### config.mk
export PLATFORM = sky130hd
export DESIGN_NAME = fft_top_div_seq
export DESIGN_NICKNAME = d
export VERILOG_FILES = /design/src/rtl/fft_top_div_pkg.sv /design/src/rtl/fft_top_div_step.sv /design/src/rtl/fft_top_div_seq.sv
export SDC_FILE = /design/constraint.sdc
export NUM_CORES = 1
export LEC_CHECK = 0
export ABC_AREA = 0
export CORE_MARGIN = 8
export CORE_UTILIZATION = 43
export DETAILED_ROUTE_END_ITERATION = 6
export GPL_TIMING_DRIVEN = 0
export PLACE_DENSITY = 0.66
export SLEW_MARGIN = 5
export SYNTH_ARGS = -nofsm -noshare
export SYNTH_HDL_FRONTEND = slang
export SYNTH_SLANG_ARGS = --single-unit
export TNS_END_PERCENT = 50
### constraint.sdc
create_clock -name clk -period 11.8 [get_ports clk]
set_input_delay 1.77 -clock clk [delete_from_list [all_inputs] [get_ports clk]]
set_output_delay 1.77 -clock clk [all_outputs]
set_load 0.01 [all_outputs]
### src/rtl/fft_top_div_pkg.sv
// rtl/fft_top_div_pkg.sv - shared widths, FSM states and saturation bounds for the sequential divider
package fft_top_div_pkg;

    localparam int DEF_DIVIDEND_W = 41;
    localparam int DEF_DIVISOR_W  = 15;
    localparam int DEF_QUOT_W     = 26;

    localparam int CNT_W = $clog2(DEF_DIVIDEND_W);

    localparam logic [DEF_QUOT_W-1:0] QUOT_MAX = {1'b0, {(DEF_QUOT_W-1){1'b1}}};
    localparam logic [DEF_QUOT_W-1:0] QUOT_MIN = {1'b1, {(DEF_QUOT_W-1){1'b0}}};

    typedef enum logic [1:0] {
        IDLE,
        CALC,
        FIX,
        DONE
    } div_state_t;

endpackage

### src/rtl/fft_top_div_step.sv
// rtl/fft_top_div_step.sv - one combinational radix-2 restoring division iteration
module fft_top_div_step #(
    parameter int W = 15
) (
    input  logic [W-1:0] pr_in,
    input  logic         bit_in,
    input  logic [W-1:0] dvs,
    output logic [W-1:0] pr_out,
    output logic         q_bit
);
    logic [W:0] shifted;

    assign shifted = {pr_in, bit_in};
    assign q_bit   = (shifted >= {1'b0, dvs});

    // The true difference is below dvs whenever it is taken, so W bits suffice
    assign pr_out = q_bit ? (shifted[W-1:0] - dvs) : shifted[W-1:0];

endmodule

### src/rtl/fft_top_div_seq.sv
// rtl/fft_top_div_seq.sv - sequential restoring signed divider; FFT_DIV_ROUND_EN selects round-to-nearest quotient
module fft_top_div_seq
    import fft_top_div_pkg::*;
#(
    parameter int DIVIDEND_W = DEF_DIVIDEND_W,
    parameter int DIVISOR_W  = DEF_DIVISOR_W,
    parameter int QUOT_W     = DEF_QUOT_W
) (
    input  logic                  clk,
    input  logic                  reset_n,
    input  logic                  ce,
    input  logic                  in_valid,
    output logic                  in_ready,
    input  logic [DIVIDEND_W-1:0] din0,
    input  logic [DIVISOR_W-1:0]  din1,
    output logic                  out_valid,
    input  logic                  out_ready,
    output logic [QUOT_W-1:0]     quot,
    output logic [DIVISOR_W-1:0]  rem,
    output logic                  div_by_zero,
    output logic                  ovf
);
    localparam int MW = DIVIDEND_W + 1;
    localparam logic [MW-1:0] MAG_POS = MW'(QUOT_MAX);
    localparam logic [MW-1:0] MAG_NEG = MW'(QUOT_MIN);

    div_state_t state, state_d;

    logic [CNT_W-1:0]     cnt;
    logic [MW-1:0]        dvd_mag, q_mag, q_adj;
    logic [DIVISOR_W-1:0] dvs_mag, pr, step_pr;
    logic                 step_q, neg_q, neg_r, dz;

    logic [MW-1:0]        a_ext, a_mag;
    logic [DIVISOR_W-1:0] b_mag;
    logic [QUOT_W-1:0]    quot_d;
    logic [DIVISOR_W-1:0] rem_d;
    logic                 ovf_d;

    // One extra magnitude bit so that the most negative dividend has a representable magnitude
    always_comb begin
        a_ext = {din0[DIVIDEND_W-1], din0};
        a_mag = a_ext[MW-1] ? (~a_ext + MW'(1)) : a_ext;
        b_mag = din1[DIVISOR_W-1] ? (~din1 + DIVISOR_W'(1)) : din1;
    end

    fft_top_div_step #(.W(DIVISOR_W)) u_step (
        .pr_in  (pr),
        .bit_in (dvd_mag[cnt]),
        .dvs    (dvs_mag),
        .pr_out (step_pr),
        .q_bit  (step_q)
    );

    always_comb begin
`ifdef FFT_DIV_ROUND_EN
        q_adj = ({pr, 1'b0} >= {1'b0, dvs_mag}) ? (q_mag + MW'(1)) : q_mag;
`else
        q_adj = q_mag;
`endif
        quot_d = neg_q ? (~q_adj[QUOT_W-1:0] + QUOT_W'(1)) : q_adj[QUOT_W-1:0];
        rem_d  = neg_r ? (~pr + DIVISOR_W'(1)) : pr;
        ovf_d  = 1'b0;
        if (dz) begin
            quot_d = neg_r ? QUOT_W'(QUOT_MIN) : QUOT_W'(QUOT_MAX);
            rem_d  = '0;
            ovf_d  = 1'b1;
        end else if (!neg_q && (q_adj > MAG_POS)) begin
            quot_d = QUOT_W'(QUOT_MAX);
            ovf_d  = 1'b1;
        end else if (neg_q && (q_adj > MAG_NEG)) begin
            quot_d = QUOT_W'(QUOT_MIN);
            ovf_d  = 1'b1;
        end
    end

    always_comb begin
        state_d = state;
        case (state)
            IDLE: if (ce && in_valid) state_d = (din1 == '0) ? FIX : CALC;
            CALC: if (ce && (cnt == '0)) state_d = FIX;
            FIX:  if (ce) state_d = DONE;
            DONE: if (ce && out_ready) state_d = IDLE;
            default: state_d = IDLE;
        endcase
    end

    always_ff @(posedge clk or negedge reset_n) begin
        if (!reset_n) begin
            state <= IDLE;
        end else begin
            state <= state_d;
        end
    end

    assign in_ready = (state == IDLE);

    always_ff @(posedge clk or negedge reset_n) begin
        if (!reset_n) begin
            cnt         <= '0;
            dvd_mag     <= '0;
            dvs_mag     <= '0;
            pr          <= '0;
            q_mag       <= '0;
            neg_q       <= 1'b0;
            neg_r       <= 1'b0;
            dz          <= 1'b0;
            out_valid   <= 1'b0;
            quot        <= '0;
            rem         <= '0;
            div_by_zero <= 1'b0;
            ovf         <= 1'b0;
        end else if (ce) begin
            case (state)
                IDLE: begin
                    if (in_valid) begin
                        dvd_mag <= a_mag;
                        dvs_mag <= b_mag;
                        neg_q   <= din0[DIVIDEND_W-1] ^ din1[DIVISOR_W-1];
                        neg_r   <= din0[DIVIDEND_W-1];
                        dz      <= (din1 == '0);
                        cnt     <= CNT_W'(DIVIDEND_W - 1);
                        pr      <= '0;
                        q_mag   <= '0;
                    end
                end
                CALC: begin
                    pr    <= step_pr;
                    q_mag <= {q_mag[MW-2:0], step_q};
                    cnt   <= cnt - CNT_W'(1);
                end
                FIX: begin
                    quot        <= quot_d;
                    rem         <= rem_d;
                    div_by_zero <= dz;
                    ovf         <= ovf_d;
                    out_valid   <= 1'b1;
                end
                DONE: begin
                    if (out_ready) out_valid <= 1'b0;
                end
                default: out_valid <= 1'b0;
            endcase
        end
    end

endmodule
== Word level (Yosys, flattened, before mapping) ==
Cells that the tools add are included.

* Register bits after elaboration: 169
* Logic and storage cells: 83
* Input port bits: 61

* Equality and inequality tests: 9
* $add $sub $neg: 6
* Muxes and demuxes: 29
* Bitwise logic cells: 5
* Reductions and logical operators: 16
* Magnitude comparators: 4

{| class="wikitable"
|+ Operators with widths
! cell !! count
|-
| 26-bit two-way mux || 5
|-
| 42-bit two-way mux || 2
|-
| 42-bit one-hot mux with 2 select lines || 1
|-
| 15-bit two-way mux || 5
|-
| 42-bit by 1-bit adder with 42-bit output, second input constant || 1
|-
| 42-bit by 25-bit greater-than comparator with 1-bit output, second input constant || 1
|-
| 42-bit by 26-bit greater-than comparator with 1-bit output, second input constant || 1
|-
| 42-bit NOT || 1
|-
| 15-bit by 1-bit adder with 15-bit output, second input constant || 2
|-
| 15-bit NOT || 2
|-
| 15-bit one-hot mux with 2 select lines || 1
|-
| 26-bit by 1-bit adder with 26-bit output, second input constant || 1
|-
| 26-bit NOT || 1
|-
| 16-bit by 15-bit greater-or-equal comparator with 1-bit output || 1
|-
| 15-bit logical NOT || 1
|-
| 15-bit subtractor || 1
|-
| 6-bit one-hot mux with 2 select lines || 1
|-
| 2-bit two-way mux || 5
|-
| 2-bit inequality test, second input constant || 5
|-
| 3-bit AND reduction || 3
|-
| 2-bit one-hot mux with 4 select lines || 1
|-
| 6-bit by 7-bit less-than comparator with 1-bit output, second input constant || 1
|-
| 1-bit binary-select mux with 6-bit select || 1
|-
| 6-bit logical NOT || 1
|-
| 14 further kinds || 24
|}

== Logic depth before layout (Yosys ltp) ==
* Word-level depth: 6
* Gate-level depth with buffers: 16
* Gate-level depth less buffers: 14

== Cells and area by module ==
Synthesis repeated with hierarchy kept, for this count alone.

* Cells, all modules: 1170
* Area total of the unflattened synthesis: 10136.0 sq um

{| class="wikitable"
|+ By module, submodules not included
! module !! area an instance (sq um) !! instances !! sequential area each (sq um) !! cells an instance
|-
| fft_top_div_seq || 8951.1 || 1 || 4229.1 || 1007
|-
| fft_top_div_step || 1184.9 || 1 || 0.0 || 163
|}

== Worst setup path after synthesis ==
OpenSTA, ideal clock, no wires.

* Path type: register to register
* From: reg cnt[0]
* To: reg pr[1]
* Slack: 7.727 ns
* Path buffers: 2
* Data required time: 11.660 ns
* Arrival time: 3.932 ns
* Stages on the path, launching flop included: 16
* Cell sequence: dfrtp_1 > clkbuf_1 > mux4_2 > mux4_2 > o31ai_1 > o21bai_1 > ha_1 > inv_1 > fa_1 > a21oi_1 > o21ai_1 > a21oi_1 > a31o_2 > clkbuf_1 > mux2i_1 > o22ai_1

* Word-level cells in the longest chain between the ends: 5
* Elaborated cells between the ends (all ways): 6

{| class="wikitable"
|+ RTL lines
! item !! line !! RTL
|-
| start: declaration || fft_top_div_seq.sv:29 || <nowiki>logic [CNT_W-1:0] cnt;</nowiki>
|-
| start signal: assignment || fft_top_div_seq.sv:122 || <nowiki>cnt <= CNT_W'(DIVIDEND_W - 1);</nowiki>
|-
| start signal: assignment || fft_top_div_seq.sv:130 || <nowiki>cnt <= cnt - CNT_W'(1);</nowiki>
|-
| 1-bit binary-select mux with 6-bit select (*) || fft_top_div_seq.sv:49 || <nowiki>.bit_in (dvd_mag[cnt]),</nowiki>
|-
| 1-bit two-way mux (implied by the code) (*) || fft_top_div_seq.sv:49 ||
|-
| 15-bit subtractor or 16-bit by 15-bit greater-or-equal comparator with 1-bit output (tied branches) || fft_top_div_step.sv:17, fft_top_div_step.sv:14 ||
|-
| 15-bit two-way mux (*) || fft_top_div_step.sv:17 || <nowiki>assign pr_out = q_bit ? (shifted[W-1:0] - dvs) : shifted[W-1:0];</nowiki>
|-
| 15-bit one-hot mux with 2 select lines (*) || fft_top_div_seq.sv:114 || <nowiki>case (state)</nowiki>
|-
| end signal: assignment || fft_top_div_seq.sv:128 || <nowiki>pr <= step_pr;</nowiki>
|-
| end: declaration || fft_top_div_seq.sv:31 || <nowiki>logic [DIVISOR_W-1:0] dvs_mag, pr, step_pr;</nowiki>
|}

Mark *: on every way between the ends. The rest lies on a longest branch, timed or not. The select of a mux whose other input is x is not followed.
A chain may end at the register's enable or synchronous reset.

== Worst setup path after layout ==
* From: reg cnt[0]
* To: reg pr[2]

Same word-level chain as after synthesis.

==> results.txt <==
In this run the count of I/O pins placed on the die edge is 106. Entering global routing, the biggest net connects 104 pins. The dominant synthesized flop cell is sky130_fd_sc_hd__dfrtp_1. The setup fix buffers added after clock tree synthesis is 0.

The async set or reset register ratio after synthesis came out at 100%. The layout has 2052 filler cells. The final-report setup violation count is 0. The total wire length is 25.1 mm.

The DRC violation total after the first TritonRoute iteration is 647. The leakage power came out at 5.07 nW. The arrival time at the worst endpoint is 5.23 ns.

The weighted congestion at the end of routability-driven global placement is 0.898. The initial antenna violation count came to 0. The max-cap violation count came out at 0.

Yosys printed 0 warnings. The library cells used most frequently in the layout, excluding fill and tap cells, are 232 x sky130_fd_sc_hd__nand2_1, 169 x sky130_fd_sc_hd__dfrtp_1, 114 x sky130_fd_sc_hd__o21ai_0. The number of max-slew violations in the final report is 0.

The number of placed instances, taps included is 1492. The via count of the first global-routing pass came to 8226. The kind of critical path is register to register. The largest single stage delay on the critical path is 0.56 ns. Once detail routing completed, the nets flagged for antenna violations numbered 0. The H-tree generated during clock tree synthesis spans 4 levels. Clock tree synthesis selected as its root buffer the cell sky130_fd_sc_hd__clkbuf_16. The number of hold buffers added after CTS was 0.

Across the VDD grid, the largest voltage drop is 0.0995 mV. The setup TNS is 0 ns. The transition time at the pin with the least slew margin came out at 0.912 ns. For this run, the total global-route usage over all layers was measured as 18.1%. For this configuration, the core starts out at a cell density of 43.8%.

STA classifies the critical path startpoint as a register. The mapped netlist covers 0.00991 mm². The maximum fanout encountered on the critical timing path came out at 10. The tightest hold margin is 0.476 ns. The area occupied by multi-input gates came out at 0.00527 mm².

The final number of hold-violating endpoints came out at 0. The detailed-route DRC error count came out at 0. The total routed wire length on the met1 layer came out at 12.4 mm.

The clock buffer count from CTS is 17. The path class of the tightest hold or removal check is register to register. The relative area change from synthesis to final layout came out at 20.5%. After legalization and detailed placement, the total HPWL measured 19.1 mm. The core region is 0.0226 mm².

The highest signal layer in the routed design is met4. The flow ran to the end, and the final reports show no timing, DRC or antenna violations. The detailed-routing iteration count for the pre-antenna-repair pass came out at 5.

The count of buffers from port buffering came out at 104. Each instance of the synthesized netlist takes up on average 8.99 µm². The register area share after synthesis is 42.7%. The worst setup path is captured at a register. Subtracting the final worst setup slack from the clock period gives 4.92 ns. The number of vias per cell after detailed routing is 5.49. The cell at the slowest stage of the critical path is sky130_fd_sc_hd__mux4_2.

Counting flops and latches in the post-synthesis netlist gives 169. The TritonCTS clock tree is yes. Post-CTS repair changed the size of 0 cells. The number of flops mapped to enable cells by yosys is 0.

The library cell used most frequently in the layout, excluding fill and tap cells, is sky130_fd_sc_hd__nand2_1. The final setup skew came out at 0.0129 ns. The register clock-pin slew on the reported worst setup and hold paths is 0.07 ns. Yosys attributes the largest share of cell area to sky130_fd_sc_hd__dfrtp_1 43%, sky130_fd_sc_hd__nand2_1 8.8%, sky130_fd_sc_hd__xor2_1 6.9%. The netlist uses 70 different library cells. The post-synthesis instance total is 1102. Of all cell types, the one taking the most synthesized area is sky130_fd_sc_hd__dfrtp_1. The area enclosed by the die boundary came out at 0.0282 mm². The maximum clock frequency is 203 MHz. Summed over all nets, wire length on met3 after detailed routing comes to 1.22 mm. The floorplan die width is 168 µm. After detailed placement, the total cell area comes to 0.0113 mm². The part of the cycle the worst path needs came out at 41.7%. The floorplan die height came out at 168 µm.

The detailed-routed wire length on met2 is 11.3 mm. The overall overflow remaining after global route came out at 0. The post-synthesis net count is 1188. The net count reported at finish came out at 1312. The fraction of final layout cells with drive strength greater than 1 came out at 7.18%. For this block, the via count after detailed routing is 8361. After detailed routing, the average wire length per cell comes to 16.5 µm.

The clock insertion delay at the later pin of the skew report came out at 0.43 ns. The placement row count is 55. At the worst endpoint, the required time is 12.11 ns. No sink is reached through more buffers than the 2 on the longest clock path.

In the final layout, flip-flops and latches occupy 0.00423 mm². Setup repair after global routing left no endpoint under its margin. Traced cell by cell, the critical path runs through clkbuf_1, buf_2, mux4_2, mux2i_1, nor3b_1, o21bai_1, ha_1, inv_1, fa_1, a21oi_1, o21ai_1, a21oi_1, a31o_2, clkbuf_1, nor2_1, o32ai_1. After routing the design area is 0.0119 mm². The total power per unit cell area came out at 248 mW/mm². The CTS sink count came out at 169. The final instance count without filler cells came out at 1524. The global-route wire length before repair came out at 42.0 mm. The total power draw is 2.96 mW. The area share of the largest cell type after synthesis is 42.7%. The number of antenna diodes in the final layout is 0. Headroom to the max-slew limit came out at 38.9%.
path summary, 6_finish.rpt:
kind,start,to,slack [ns],cells past startpoint
setup / recovery,cnt[0]$_DFFE_PN0P_,pr[2]$_DFFE_PN0P_,6.88,16
hold / removal,dvs_mag[14]$_DFFE_PN0P_,dvs_mag[14]$_DFFE_PN0P_,0.48,2
setup reg to reg,cnt[0]$_DFFE_PN0P_,pr[2]$_DFFE_PN0P_,6.88,16
hold reg to reg,dvs_mag[14]$_DFFE_PN0P_,dvs_mag[14]$_DFFE_PN0P_,0.48,2
max in group asynchronous,reset_n,dvd_mag[35]$_DFFE_PN0P_,9.61,2
min in group asynchronous,reset_n,quot[11]$_DFFE_PN0P_,1.38,1
area by class of cell:
type | instances | share of cell area [%]
Tap cell | 285 | 2.99
Buffer | 63 | 2.13
Timing Repair Buffer | 105 | 8.99
Clock inverter | 14 | 1.33
Sequential cell | 169 | 35.4
Clock buffer | 18 | 3.68
Inverter | 42 | 1.32
Multi-Input combinational cell | 828 | 44.1
per-layer routing:
metal | up-vias | GRT usage [%]
li1 | 4174 | -
met1 | 3981 | 25.7
met2 | 196 | 28.1
met3 | 10 | 3.62
met4 | 0 | 3.92
met5 | - | 0
cell usage after synthesis (3+ instances only):
| cell type | count |
|---|---|
| sky130_fd_sc_hd__nand2_1 | 232 |
| sky130_fd_sc_hd__dfrtp_1 | 169 |
| sky130_fd_sc_hd__o21ai_0 | 114 |
| sky130_fd_sc_hd__xor2_1 | 78 |
| sky130_fd_sc_hd__clkbuf_1 | 54 |
| sky130_fd_sc_hd__o21ai_1 | 44 |
| sky130_fd_sc_hd__inv_1 | 42 |
| sky130_fd_sc_hd__nor2_1 | 34 |
| sky130_fd_sc_hd__o31ai_1 | 31 |
| sky130_fd_sc_hd__ha_1 | 24 |
| sky130_fd_sc_hd__a21oi_1 | 21 |
| sky130_fd_sc_hd__o211ai_2 | 20 |
| sky130_fd_sc_hd__nand3_1 | 18 |
| sky130_fd_sc_hd__nor3_1 | 16 |
| sky130_fd_sc_hd__xnor2_1 | 16 |
| sky130_fd_sc_hd__nor4_1 | 12 |
| sky130_fd_sc_hd__o41ai_1 | 12 |
| sky130_fd_sc_hd__or3_1 | 12 |
| sky130_fd_sc_hd__mux2i_1 | 11 |
| sky130_fd_sc_hd__mux4_2 | 10 |
| sky130_fd_sc_hd__or4_1 | 9 |
| sky130_fd_sc_hd__o211ai_1 | 8 |
| sky130_fd_sc_hd__nand4_1 | 7 |
| sky130_fd_sc_hd__nor2b_1 | 7 |
| sky130_fd_sc_hd__o21a_1 | 7 |
| sky130_fd_sc_hd__a32oi_1 | 6 |
| sky130_fd_sc_hd__a21o_1 | 5 |
| sky130_fd_sc_hd__a22oi_1 | 5 |
| sky130_fd_sc_hd__buf_1 | 5 |
| sky130_fd_sc_hd__a31oi_1 | 4 |
| sky130_fd_sc_hd__mux2_2 | 4 |
| sky130_fd_sc_hd__nand2b_1 | 4 |
| sky130_fd_sc_hd__nor3b_1 | 4 |
| sky130_fd_sc_hd__a211o_1 | 3 |
| sky130_fd_sc_hd__a211oi_1 | 3 |
registers in the layout (all words and copies together), names as in the netlist:
register	cells
rem	15
div_by_zero	1
ovf	1
dz	1
pr	15
state	2
neg_r	1
dvd_mag	42
cnt	6
dvs_mag	15
q_adj	42
quot	26
neg_q	1
out_valid	1
through the flow:
step	util [%]	setup WS (ns)
after floorplan	-	7.73
after CTS	52.7	6.87
after global routing	52.7	6.48
final	52.7	6.88
after detailed placement	50.1	6.89
after global placement	49.9	2.04
critical path, delay by kind of cell (launching register included):
kind	cells	cell delay, ns
AOI/OAI and AO/OA	6	1.59
buffers and inverters	4	1.34
muxes	2	0.71
adders and majority gates	2	0.67
DFF	1	0.33
and+or+nand+nor	2	0.17
power breakdown:
| group | internal (mW) | switching (mW) |
|---|---|---|
| clock network | 0.306 | 0.255 |
| registers | 0.763 | 0.142 |
| logic | 0.631 | 0.859 |
kinds of logic after synthesis:
group / count (synthesis) / share of synthesized area (%)
simple gates: 374 / 17.1
compound gates: 310 / 20.7
flops: 169 / 42.7
buf+inv: 105 / 4.15
xor+xnor: 94 / 8.31
mux: 25 / 3.84
fa+ha+maj: 25 / 3.23
Power figures use the tool's default switching activity.
